File: src/rtl/pipe_pkg.sv
`default_nettype none
// ============================================================================
// Module      : pipe_pkg
// Description : Shared widths and payload types for the MEM/WB pipeline stage.
// Revision    : 1.0 - initial release
// ============================================================================
package pipe_pkg;

    localparam int XLEN_DEF       = 64;
    localparam int REG_ADDR_W_DEF = 5;

    typedef struct packed {
        logic reg_write;
        logic mem_to_reg;
        logic mem_read;
    } wb_ctrl_t;

    typedef struct packed {
        logic [XLEN_DEF-1:0]       read_data;
        logic [XLEN_DEF-1:0]       alu_result;
        logic [REG_ADDR_W_DEF-1:0] rd;
        wb_ctrl_t                  ctrl;
    } mem_wb_payload_t;

endpackage
`default_nettype wire

File: src/rtl/pipe_skid_reg.sv
`default_nettype none
// ============================================================================
// Module      : pipe_skid_reg
// Description : Generic valid/ready pipeline register, optional 2-entry skid.
// Revision    : 1.0 - initial release
// ============================================================================
module pipe_skid_reg #(
    parameter int W    = 8,
    parameter int SKID = 1
) (
    input  logic         clk,
    input  logic         reset,
    input  logic         in_valid,
    output logic         in_ready,
    input  logic [W-1:0] in_data,
    input  logic         flush,
    output logic         out_valid,
    input  logic         out_ready,
    output logic [W-1:0] out_data
);

    logic         r_out_valid;
    logic [W-1:0] r_main;
    logic         w_accept;
    logic         w_emit;

    assign w_accept  = in_valid && in_ready;
    assign w_emit    = r_out_valid && out_ready;
    assign out_valid = r_out_valid;
    assign out_data  = r_main;

    generate
        if (SKID != 0) begin : g_skid
            logic         r_skid_valid;
            logic [W-1:0] r_skid;

            // Registered ready: the skid slot absorbs the one beat in flight.
            assign in_ready = !r_skid_valid;

            always_ff @(posedge clk or negedge reset) begin
                if (!reset) begin
                    r_out_valid  <= 1'b0;
                    r_skid_valid <= 1'b0;
                    r_main       <= '0;
                    r_skid       <= '0;
                end else if (flush) begin
                    r_out_valid  <= 1'b0;
                    r_skid_valid <= 1'b0;
                end else if (w_emit) begin
                    if (r_skid_valid) begin
                        r_main       <= r_skid;
                        r_skid_valid <= 1'b0;
                    end else if (w_accept) begin
                        r_main <= in_data;
                    end else begin
                        r_out_valid <= 1'b0;
                    end
                end else if (w_accept) begin
                    if (!r_out_valid) begin
                        r_main      <= in_data;
                        r_out_valid <= 1'b1;
                    end else begin
                        r_skid       <= in_data;
                        r_skid_valid <= 1'b1;
                    end
                end
            end
        end else begin : g_single
            assign in_ready = !r_out_valid || out_ready;

            always_ff @(posedge clk or negedge reset) begin
                if (!reset) begin
                    r_out_valid <= 1'b0;
                    r_main      <= '0;
                end else if (flush) begin
                    r_out_valid <= 1'b0;
                end else if (w_accept) begin
                    r_main      <= in_data;
                    r_out_valid <= 1'b1;
                end else if (w_emit) begin
                    r_out_valid <= 1'b0;
                end
            end
        end
    endgenerate

endmodule
`default_nettype wire

File: src/rtl/mem_wb_pipe.sv
`default_nettype none
// ============================================================================
// Module      : mem_wb_pipe
// Description : MEM/WB stage register with handshake, masking, WB mux, stalls.
// Revision    : 1.0 - initial release
// ============================================================================
module mem_wb_pipe
    import pipe_pkg::*;
#(
    parameter int XLEN           = XLEN_DEF,
    parameter int REG_ADDR_W     = REG_ADDR_W_DEF,
    parameter int SKID           = 1,
    parameter int ZERO_REG_GUARD = 1,
    parameter int CNT_W          = 32
) (
    input  logic                  clk,
    input  logic                  reset,
    input  logic                  in_valid,
    output logic                  in_ready,
    input  logic [XLEN-1:0]       read_data,
    input  logic [XLEN-1:0]       alu_result,
    input  logic [REG_ADDR_W-1:0] rd,
    input  logic                  reg_write,
    input  logic                  mem_to_reg,
    input  logic                  mem_read,
    input  logic                  flush,
    output logic                  out_valid,
    input  logic                  out_ready,
    output logic [XLEN-1:0]       read_data_out,
    output logic [XLEN-1:0]       alu_result_out,
    output logic [REG_ADDR_W-1:0] rd_out,
    output logic                  reg_write_out,
    output logic                  mem_to_reg_out,
    output logic                  mem_read_out,
    output logic [XLEN-1:0]       wb_data,
    output logic                  fwd_valid,
    output logic [CNT_W-1:0]      stall_cnt
);

    localparam int c_CTRL_W    = $bits(wb_ctrl_t);
    localparam int c_PAYLOAD_W = 2 * XLEN + REG_ADDR_W + c_CTRL_W;

    wb_ctrl_t                 w_in_ctrl;
    wb_ctrl_t                 w_out_ctrl;
    logic [c_PAYLOAD_W-1:0]   w_in_payload;
    logic [c_PAYLOAD_W-1:0]   w_out_payload;
    logic                     w_rd_writable;
    logic [CNT_W-1:0]         r_stall_cnt;

    assign w_in_ctrl    = {reg_write, mem_to_reg, mem_read};
    assign w_in_payload = {read_data, alu_result, rd, w_in_ctrl};

    pipe_skid_reg #(
        .W    (c_PAYLOAD_W),
        .SKID (SKID)
    ) u_skid_reg (
        .clk       (clk),
        .reset     (reset),
        .in_valid  (in_valid),
        .in_ready  (in_ready),
        .in_data   (w_in_payload),
        .flush     (flush),
        .out_valid (out_valid),
        .out_ready (out_ready),
        .out_data  (w_out_payload)
    );

    assign {read_data_out, alu_result_out, rd_out, w_out_ctrl} = w_out_payload;

    generate
        if (ZERO_REG_GUARD != 0) begin : g_zero_guard
            assign w_rd_writable = (rd_out != '0);
        end else begin : g_no_guard
            assign w_rd_writable = 1'b1;
        end
    endgenerate

    // Control bits are squashed on bubbles so a stale entry never writes back.
    assign reg_write_out  = out_valid && w_out_ctrl.reg_write && w_rd_writable;
    assign mem_to_reg_out = out_valid && w_out_ctrl.mem_to_reg;
    assign mem_read_out   = out_valid && w_out_ctrl.mem_read;

    assign wb_data   = mem_to_reg_out ? read_data_out : alu_result_out;
    assign fwd_valid = out_valid && reg_write_out;

    always_ff @(posedge clk or negedge reset) begin
        if (!reset) begin
            r_stall_cnt <= '0;
        end else if (out_valid && !out_ready && (r_stall_cnt != {CNT_W{1'b1}})) begin
            r_stall_cnt <= r_stall_cnt + CNT_W'(1);
        end
    end

    assign stall_cnt = r_stall_cnt;

endmodule
`default_nettype wire

File: config.mk
export PLATFORM = sky130hd
export DESIGN_NAME = mem_wb_pipe
export DESIGN_NICKNAME = d
export VERILOG_FILES = /design/src/rtl/pipe_pkg.sv /design/src/rtl/pipe_skid_reg.sv /design/src/rtl/mem_wb_pipe.sv
export SDC_FILE = /design/constraint.sdc
export NUM_CORES = 1
export LEC_CHECK = 0
export ABC_AREA = 0
export BUFFER_PORTS_ARGS = -buffer_cell sky130_fd_sc_hd__buf_2
export CAP_MARGIN = 20
export CORE_MARGIN = 5
export CORE_UTILIZATION = 58
export CTS_CLUSTER_SIZE = 40
export DETAILED_ROUTE_END_ITERATION = 6
export PLACE_DENSITY_LB_ADDON = 0.15
export SYNTH_ARGS = -nofsm -noshare
export SYNTH_HDL_FRONTEND = slang
export SYNTH_SLANG_ARGS = --single-unit
File: constraint.sdc
create_clock -name clk -period 4.4 [get_ports clk]
set_input_delay 0.44 -clock clk [delete_from_list [all_inputs] [get_ports clk]]
set_output_delay 0.44 -clock clk [all_outputs]
set_load 0.05 [all_outputs]
# Word level (Yosys, flattened, before mapping)
# Cells that the tools add are included.
# word_totals
inputBits,141
register_bits,306
out_inout_bits,235
latchBits,0
romBits,0
mem_count,0
wordCells,47
ramBits,0
# classes
addsub,1
multipliers,0
shifts,0
mux,15
n_eq_ne,4
bitwise_logic,2
reduce_logical,20
n_lt_le_gt_ge,0
div,0
# ops
op,count
$mux W136,5
$mux W64,1
$add A32 B1 Y32 const B,1
$ne A32 B32 Y1 const B,1
$logic_and A1 B1 Y1,9
$mux W1,9
$reduce_and A4 Y1,2
$ne A3 B3 Y1 const B,2
$reduce_bool A3 Y1,2
$reduce_bool A5 Y1,1
$reduce_bool A2 Y1,2
$reduce_and A3 Y1,1
$logic_not A1 Y1,2
$ne A2 B2 Y1 const B,1
$not A1 Y1,2
$reduce_and A2 Y1,1

# Logic depth before layout (Yosys ltp)
# depth
depth_word,6
ltp_mapped,7
ltp_nobuf,6

# Modules after synthesis
# A second synthesis with hierarchy kept.
# unflattened
cells_unflattened,963
hier_area_um2,14239.9
# modules_own_cells
module,area_per_inst_um2,cells_per_inst,n_inst,seq_area_each_um2
pipe_skid_reg,11836.4,738,1,6856.6
mem_wb_pipe,2403.6,225,1,800.8

# Least setup slack after synthesis
# Ideal clock, no wire load.
# synth_timing
kind,register to output
startpoint,register u_skid_reg.r_out_valid (netlist: u_skid_reg.out_valid)
endpoint,output wb_data[14]
n_path_buf,3
required_time_ps,3960
stages_incl_launch_ff,6
arrival_time_ps,2025
path_slack_ps,1935
path_cell_list,dfrtp_1 -> buf_2 -> nand2_1 -> clkbuf_1 -> clkbuf_1 -> mux2_2
# synth_between
elab_chain_cells,2
# synth_lines
item,line_no,rtl
start: declaration,pipe_skid_reg.sv:22,logic r_out_valid;
start signal: assignment,pipe_skid_reg.sv:42,r_out_valid <= 1'b0;
start signal: assignment,pipe_skid_reg.sv:47,r_out_valid <= 1'b0;
start signal: assignment,pipe_skid_reg.sv:56,r_out_valid <= 1'b0;
$logic_and A1 B1 Y1,mem_wb_pipe.sv:80,assign mem_to_reg_out = out_valid && w_out_ctrl.mem_to_reg;
$mux W64,mem_wb_pipe.sv:83,assign wb_data = mem_to_reg_out ? read_data_out : alu_result_out;
end: declaration,mem_wb_pipe.sv:35,"output logic [XLEN-1:0] wb_data,"
# Every way passes these cells.

# Worst setup path after layout
# layout_timing
startpoint,register u_skid_reg.r_out_valid (netlist: u_skid_reg.out_valid)
endpoint,output wb_data[30]
# The elaborated chain is that of the path after synthesis.

==> impl_metrics.yaml <==
timing:
  rsz0062_at_grt: "false"
  clock_skew_ps: 11.6
  setup_violations: 0
  worst_pin_slew_ps: 1100
  max-slew-margin-rel_pct: 26.8
  hold_violations: 0
  slew_violations: 0
  layout_min_cycle_time_ps: 2960
  max_freq_ghz: 0.338
  fin_setup_tns_ps: 0
  period_share_pct: 67.2
setup_path:
  required_ps: 3960
  end_kind: "primary output"
  arrival_ps: 2520
  startpoint_type: "flip-flop"
  crit_type: "flip-flop to primary output"
  critPathTopFamily: "flip-flops"
  reg2reg_slack_ps: 1970
  cpPeakStageDelay_ps: 620
  crit_fanout: 65
  path_buf_inv: 1
  slowest_stage: "dfrtp_1"
  crit_chain: "nand2_4 -> mux2_2 -> buf_2"
clock_network:
  clk_pin_slew_ps: 60
  ctsHoldBuffers: 0
  clock_path_buffers: 3
  htree_levels: 2
  numCtsBuffers: 34
  clk_latency_ps: 500
  cts_resized: 0
  cts_tree: "done"
  clock_sinks: 306
  root_buffer: "clkbuf_16"
  cts_setup_buffers: 0
routing:
  ant_nets: 0
  drt-wirelength-per-cell_um: 18.1
  wl_mm: 32.7
  drc: 0
  first_pass_iters: 4
  via_per_inst: 5.34
  drtIter0Drc: 604
  vias: 9693
yosys:
  yosysWarnings: 0
  synthMuxAreaShare_pct: 24.9
  synth_area_per_cell_um2: 11.8
  synth-xor-area-share_pct: 1.86
  ys_seq_area_share_pct: 52.5
  synth_top_family_by_area: "multiplexers"
  syn_inst: 1238
  synth_area_mm2: 0.0146
  yosys.area_share.simple_pct: 6.34
  synthAdderAreaFrac_pct: 0.0858
  yosys_register_bits: 306
  synth-compound-area-share_pct: 5.49
  ys_types: 32
  syn-num-nets: 1380
floorplan:
  placementRows: 58
  die_x_um: 169
  start_util_pct: 58.4
  die_h_um: 169
  dieArea_mm2: 0.0284
  core_mm2: 0.0250
  ios: 376
power_and_ir_drop:
  power_density_mw_per_mm2: 564
  ir_drop_mv: 0.436
  seqPwrFrac_pct: 40.5
  combinationalPowerShare_pct: 30.8
  p_leak_uw: 0.00849
  swShare_pct: 37.7
  p_clk_share_pct: 28.6
  p_int_uw: 5930
  p_sw_uw: 3580
finish:
  drive_gt1_share_pct: 43.9
  fin_nets: 1597
  final_area_mm2: 0.0169
  finalCoreUtilization_pct: 67.6
  syn_to_final_growth_pct: 15.7
  fillCellCount: 1948
  multi_input_area_mm2: 0.00567
  ff_latch_area_mm2: 0.00766
grt:
  grt_max_degree: 273
  grt_pass1_vias: 9839
  grt_use_total_pct: 23.0
  antenna_found_initial: 10
  grt_first_pass_wirelength_mm: 53.2
  grt_remaining_overflow: 0
min_path:
  min_path_type: "input pin to async pin"
placed_design:
  post-dp-hpwl_mm: 22.1
  io_buffers: 375
  placed_cell_area_mm2: 0.0158
  gp_congestion: 0.823
job:
  maxCapViolations: 0
status:
  outcome: "completed"
==> layout make-up <==
type | count | area share (%)
timing repair buffer | 382 | 11.9
multi-input combinational | 726 | 33.6
clock inverter | 10 | 0.334
antenna | 4 | 0.0593
tap | 330 | 2.45
clock buffer | 51 | 6.10
sequential | 306 | 45.4
inverter | 5 | 0.111
==> kinds of logic (layout without fill, tap and decap cells) <==
family                   after synthesis  after routing
multiplexers                         337            337
flip-flops                           306            306
AND/OR/NAND/NOR                      208            208
buffers and inverters                206            448
AO/OA/AOI/OAI                        149            149
XOR/XNOR                              31             31
adder cells (fa/ha/maj)                1              1
other                                  0              4
==> state kept, by name, indices dropped and copies added (netlist names) <==
name                            flops
stall_cnt                          32
u_skid_reg.g_skid.r_skid          136
u_skid_reg.g_skid.r_skid_valid      1
u_skid_reg.out_data               136
u_skid_reg.out_valid                1
==> per-layer routing <==
layer,GRT usage [%],wire [um],vias up
met5,0,62,-
met4,5.40,605,10
met3,6.96,2600,60
met2,37.6,15700,284
met1,30.4,13800,4722
li1,-,-,4617
==> worst register-to-register path, cell delays in order, from the launching register on <==
cell,delay (ps)
dfrtp_1,620
nand2_1,170
a211oi_4,300
buf_12,790
nor2_1,260
a21oi_1,190
==> worst paths after layout <==
check / to / cells after the start / startpoint
min in group clk: u_skid_reg.g_skid.r_skid[46] / 2 / alu_result[38]
max in group asynchronous: u_skid_reg.g_skid.r_skid[135] / 2 / reset
hold / removal: stall_cnt[26] / 1 / reset
setup reg to reg: u_skid_reg.out_data[125] / 5 / u_skid_reg.out_valid
setup / recovery: wb_data[30] / 3 / u_skid_reg.out_valid
hold reg to reg: stall_cnt[31] / 1 / stall_cnt[31]
==> placed cells by master (no fill, tap or decap), types with 5 or more instances in the layout <==
cell and n:
a21oi_1 140, buf_12 6, buf_2 374, clkbuf_1 9, clkbuf_16 37, clkbuf_8 5, clkinv_2 8, dfrtp_1 306
inv_1 5, mux2_2 201, mux2i_1 136, nand2_1 16, nand3_1 14, nand4_1 15, nor2_1 142, xnor2_1 27
==> power by group through the flow <==
| stage | combinational [uW] | clock, uW | sequential (uW) |
|---|---|---|---|
| 6_report | 2930 | 2720 | 3850 |
| 5_1_grt | 3120 | 2920 | 3940 |
| 4_1_cts | 2960 | 2790 | 3860 |
| 3_5_place_dp | 2950 | 0 | 3900 |
| 3_3_place_gp | 2900 | 0 | 3870 |
| 2_1_floorplan | 2560 | 0 | 3850 |
==> synthesized netlist by cell type (all sizes together) <==
library cell	number	area (um^2)
o21ai	1	5.00
nor2	142	533
nand3	15	75.1
inv	5	18.8
dfrtp	306	7660
a21oi	140	701
and3	1	6.26
clkbuf	58	218
nand4	16	115
and2	4	25.0
mux2i	136	1360
or3	3	20.0
nor2b	1	6.26
o211ai	1	7.51
xor2	4	35.0
nor3	3	15.0
or4	2	22.5
o311a	2	20.0
a211oi	4	40.0
a2111oi	1	27.5
buf	143	1050
and4	1	10.0
mux2	201	2260
nand2	17	63.8
nor4	3	31.3
xnor2	27	236
ha	1	12.5
==> stage by stage <==
step	hold WS, ps	std cells	setup WS (ps)	power, uW
3_3_place_gp	484	1749	2050	6780
3_5_place_dp	484	1749	1950	6860
5_1_grt	114	1814	1310	9980
4_1_cts	68.9	1810	1420	9610
2_1_floorplan	144	1238	1940	6410
6_report	30.1	1814	1440	9510
Note: power is estimated with default switching activity, not from simulation.
